--- config.mk ---
export PLATFORM = sky130hd
export DESIGN_NAME = reset_sequencer
export DESIGN_NICKNAME = d
export VERILOG_FILES = /design/src/rtl/reset_sequencer.sv
export SDC_FILE = /design/constraint.sdc
export NUM_CORES = 1
export LEC_CHECK = 0
export CAP_MARGIN = 20
export CORE_AREA = 3 3 46 48
export CTS_CLUSTER_SIZE = 24
export DETAILED_ROUTE_END_ITERATION = 10
export DIE_AREA = 0 0 49 51
export DONT_BUFFER_PORTS = 1
export PLACE_DENSITY = 0.7
export SLEW_MARGIN = 15
export SYNTH_ARGS = -nofsm -noshare
export SYNTH_HDL_FRONTEND = slang
export SYNTH_SLANG_ARGS = --single-unit
--- constraint.sdc ---
create_clock -name clk_i -period 1.6 [get_ports clk_i]
set_input_delay 0.32 -clock clk_i [delete_from_list [all_inputs] [get_ports clk_i]]
set_output_delay 0.32 -clock clk_i [all_outputs]
set_load 0.01 [all_outputs]
--- src/rtl/reset_sequencer.sv ---
// Staged reset-release controller: releases per-stage active-low resets from
// stage 0 upward, one every HOLD_CYCLES clocks, after power-on or a software request.
module reset_sequencer #(
  parameter int NUM_STAGES  = 4,
  parameter int HOLD_CYCLES = 8
) (
  input  logic                  clk_i,
  input  logic                  rst_n_i,
  input  logic                  sw_rst_req_i,
  output logic [NUM_STAGES-1:0] stage_rst_n_o,
  output logic                  busy_o,
  output logic                  seq_done_o
);

  localparam int CW = $clog2(HOLD_CYCLES) + 1;
  localparam int IW = $clog2(NUM_STAGES) + 1;
  localparam logic [CW-1:0] CNT_LAST = CW'(HOLD_CYCLES - 1);
  localparam logic [IW-1:0] IDX_LAST = IW'(NUM_STAGES - 1);

  typedef enum logic [1:0] {RST, SEQ, DONE, SWH} state_t;

  state_t                  state, state_d;
  logic [CW-1:0]           cnt, cnt_d;
  logic [IW-1:0]           idx, idx_d;
  logic [NUM_STAGES-1:0]   stage_d;
  logic                    busy_d;
  logic [1:0]              sync_q;
  logic                    rst_sync;
  logic                    rst_sync_rise;

  // Assertion is immediate through the async clear; deassertion takes two edges.
  always_ff @(posedge clk_i or negedge rst_n_i) begin
    if (!rst_n_i) sync_q <= 2'b00;
    else          sync_q <= {sync_q[0], 1'b1};
  end

  assign rst_sync = sync_q[1];
  // RST is left on the very edge rst_sync goes high, so stage 0 opens HOLD_CYCLES later.
  assign rst_sync_rise = sync_q[0] & ~rst_sync;

  always_comb begin
    state_d = state;
    cnt_d   = cnt;
    idx_d   = idx;
    stage_d = stage_rst_n_o;
    busy_d  = busy_o;
    case (state)
      RST: begin
        stage_d = '0;
        busy_d  = 1'b1;
        cnt_d   = '0;
        idx_d   = '0;
        if (rst_sync_rise) state_d = SEQ;
      end
      SEQ: begin
        busy_d = 1'b1;
        if (cnt == CNT_LAST) begin
          cnt_d = '0;
          for (int k = 0; k < NUM_STAGES; k++)
            if (idx == IW'(k)) stage_d[k] = 1'b1;
          if (idx == IDX_LAST) begin
            state_d = DONE;
            busy_d  = 1'b0;
          end else begin
            idx_d = idx + 1'b1;
          end
        end else begin
          cnt_d = cnt + 1'b1;
        end
      end
      DONE: begin
        busy_d = 1'b0;
        if (sw_rst_req_i) begin
          state_d = SWH;
          stage_d = '0;
          cnt_d   = '0;
          idx_d   = '0;
          busy_d  = 1'b1;
        end
      end
      SWH: begin
        busy_d  = 1'b1;
        stage_d = '0;
        if (cnt == CNT_LAST) begin
          cnt_d   = '0;
          state_d = SEQ;
        end else begin
          cnt_d = cnt + 1'b1;
        end
      end
      default: state_d = RST;
    endcase
  end

  always_ff @(posedge clk_i or negedge rst_n_i) begin
    if (!rst_n_i) begin
      state         <= RST;
      cnt           <= '0;
      idx           <= '0;
      stage_rst_n_o <= '0;
      busy_o        <= 1'b1;
      seq_done_o    <= 1'b0;
    end else begin
      state         <= state_d;
      cnt           <= cnt_d;
      idx           <= idx_d;
      stage_rst_n_o <= stage_d;
      busy_o        <= busy_d;
      seq_done_o    <= ~busy_d;
    end
  end

endmodule
==> impl_metrics.env, run 1 <==
export IMPL_outcome="completed"
export IMPL_syn_num_nets=101
export IMPL_yosysSeqAreaShare_pct=45.53
export IMPL_overflow=0
export IMPL_yosysMostFrequentCell="dfrtp_1"
export IMPL_min_period_over_period_pct=99.53
export IMPL_grt_usage_pct=16.50
export IMPL_synth_area_leaders="dfrtp_1, ha_1, nand2_1"
export IMPL_numCtsBuffers=3
export IMPL_first_iter_violations=1
export IMPL_antenna_left=0
export IMPL_start_util_pct=53.69
export IMPL_grt_setup_unrepaired="true"
export IMPL_peakVddDrop_v=0.001022
export IMPL_die_width_um=49
export IMPL_core_rowCount=15
export IMPL_crit_arrival_ns=1.78
export IMPL_finalHoldViolCount=0
export IMPL_fill_cells=150
export IMPL_postRouteWirelength_mm=1.747
export IMPL_total_leakage_power_nw=0.5400
export IMPL_ys_ff_latch=17
export IMPL_io_buffers=0
export IMPL_tightest_slew_ns=0.7782
export IMPL_drv_cap=0
export IMPL_synth_cell_types=29
export IMPL_antenna_found_initial=0
export IMPL_cts_buffer_depth=2
export IMPL_final_nets=116
export IMPL_drive_gt1_share_pct=31.68
export IMPL_avgRoutedWirePerCell_um=13.87
export IMPL_yosysWarnings=0
export IMPL_drt_pass1_iter_count=4
export IMPL_slew_headroom_pct=47.95
export IMPL_end_kind="flop"
export IMPL_synthArstFlopShare_pct=100.0
export IMPL_setup_slack_ns=0.007587
export IMPL_synth_top_cell_area_share_pct=42.72
export IMPL_p_sw_uw=710.9
export IMPL_critPathKind="reg -> reg"
export IMPL_final_setup_skew_ns=0.001960
export IMPL_vias=666
export IMPL_drv_slew=0
export IMPL_die_height_um=51
export IMPL_period_minus_slack_ns=1.592
export IMPL_start_kind="flop"
export IMPL_setup_tns_ns=0
export IMPL_avgSynthCellArea_um2=10.77
export IMPL_r2r_slack_ns=0.008
export IMPL_syn_inst=87
export IMPL_globalplace_congestion=0.7722
export IMPL_power_density_mw_per_mm2=1621
export IMPL_via_per_inst=5.286
export IMPL_grt_max_degree=18
export IMPL_synth_edf_count=0
export IMPL_synth_main_ff_cell="dfrtp_1"
export IMPL_boundaryPins=9
export IMPL_hp_class="in -> reg"
export IMPL_synth_common_cells="dfrtp_1, ha_1, nand2_1"
export IMPL_final_setup_viol_count=0
export IMPL_htree_levels=1
export IMPL_antenna_cells=0
export IMPL_clock_sinks=17
export IMPL_worstPathMaxFanout=4
export IMPL_core_area_mm2=0.001745
export IMPL_cts_root_buf="clkbuf_4"
export IMPL_clkTransAtPathRegs_ns=0.10
export IMPL_syn_cell_area_um2=937.1
export IMPL_cts_tree="done"
export IMPL_pre_cts_slack_ns=-0.03759
export IMPL_syn_to_final_growth_pct=19.09
export IMPL_fmax_ghz=0.6280
export IMPL_p_seq_share_pct=37.2
export IMPL_drc=0
export IMPL_grt_pass1_wl_mm=3.036
export IMPL_critPathRequiredTime_ns=1.79
export IMPL_pwr_share_comb_pct=49.6
export IMPL_sw_frac_of_total_pct=39.30
export IMPL_intPower_mw=1.098
export IMPL_grt_pass1_vias=707
export IMPL_clk_latency_ns=0.30
export IMPL_p_clk_share_pct=13.2
export IMPL_yosysTopAreaCell="dfrtp_1"
export IMPL_dp_hpwl_mm=1.317
export IMPL_dieArea_mm2=0.002499
-- state kept, by name, summed over array words and instances (netlist names) --
| register | count |
|---|---|
| cnt | 4 |
| seq_done_o | 1 |
| busy_o | 1 |
| idx | 3 |
| sync_q | 2 |
| state | 2 |
| stage_rst_n_o | 4 |
-- layout make-up --
| cell class | instances | area, µm² | share of cell area (%) |
|---|---|---|---|
| clock inverters | 1 | 5.005 | 0.4484 |
| well taps | 25 | 31.28 | 2.803 |
| repair buffers | 11 | 85.08 | 7.623 |
| inverters | 8 | 30.03 | 2.691 |
| clock buffers | 3 | 22.52 | 2.018 |
| multi-input cells | 61 | 515.5 | 46.19 |
| flip-flops and latches | 17 | 426.7 | 38.23 |
-- critical path, cell delays in order, from the launching register on --
cell      delay (ns)
dfrtp_1         0.45
inv_2           0.08
buf_4           0.11
ha_1            0.16
inv_1           0.06
o21ai_1         0.16
nand3b_1        0.15
mux2_1          0.32
-- power groups by stage --
| stage | clock [mW] | sequential [mW] | combinational [mW] |
|---|---|---|---|
| finish | 0.238 | 0.673 | 0.897 |
| global route | 0.259 | 0.689 | 0.994 |
| CTS | 0.248 | 0.667 | 0.869 |
| detailed placement | 0 | 0.673 | 0.836 |
| global placement | 0 | 0.668 | 0.810 |
| floorplan | 0 | 0.659 | 0.581 |
-- cell usage in the layout, fill, tap and decap left out, drive strengths merged --
master / count
clkinv: 1
conb: 1
and2b: 1
nand3: 3
or4b: 1
nor3: 1
dfrtp: 16
a22o: 2
nor2b: 1
a41o: 1
clkbuf: 3
o22a: 2
a21oi: 4
o31ai: 2
inv: 8
a41oi: 1
mux2i: 1
dfstp: 1
nor2: 7
dlygate4sd3: 1
nand2b: 1
o21ai: 7
ha: 11
nand3b: 2
nand2: 10
o311ai: 1
buf: 10
mux2: 1
-- layer usage --
metal | routed length [µm] | up-vias | global-route usage (%)
met4 | 43 | 0 | 10.90
met1 | 747 | 311 | 17.11
met2 | 875 | 14 | 28.96
li1 | - | 334 | -
met5 | 0 | - | 0
met3 | 80 | 7 | 4.956
-- cells by family (layout without fill, tap and decap cells) --
logic type	after synthesis	count (layout)	synth area share, %
compound gates	20	20	16.29
fa+ha+maj	11	11	14.69
buf+inv	9	23	4.406
flops	17	17	45.53
mux	2	2	2.270
other cells	1	1	0.4001
simple gates	27	27	16.42
-- timing repair --
item / in CTS / in global routing
gates resized for setup: 4 / 7
hold buffers: 1 / 0
buffers inserted: 0 / 0
endpoints found under the setup margin: 3 / 7
endpoints found under the hold margin: 17 / 0
-- through the flow --
step | instance area, µm² | instances | hold WS [ns] | utilization (%) | power, mW
detailed placement | 1037 | 121 | 0.02478 | 59.43 | 1.509
global route | 1116 | 126 | 0.3368 | 63.94 | 1.942
floorplan | 942.2 | 87 | 0.02441 | - | 1.240
global placement | 1037 | 121 | 0.02482 | 59.43 | 1.477
finish | 1116 | 126 | 0.3135 | 63.94 | 1.809
CTS | 1095 | 126 | 0.3148 | 62.72 | 1.783
-- worst paths after layout --
check	startpoint	to	depth (start not counted)
worst max-delay path	state[1]$_DFFE_PN0P_	state[1]$_DFFE_PN0P_	7
worst min-delay path	sw_rst_req_i	busy_o$_DFF_PN1_	3
worst max register to register	state[1]$_DFFE_PN0P_	state[1]$_DFFE_PN0P_	7
worst min register to register	sync_q[0]$_DFF_PN0_	sync_q[1]$_DFF_PN0_	0
max in group asynchronous	rst_n_i	sync_q[1]$_DFF_PN0_	1
min in group asynchronous	rst_n_i	stage_rst_n_o[2]$_DFFE_PN0P_	1
No activity file was read; power rests on OpenSTA's default activity.
==> run 2, diff against run 1 <==
Settings changed: CTS_CLUSTER_DIAMETER set to 60.
==> results of run 2 <==
No change in the layout: final DEF, timing and power equal those of run 1.
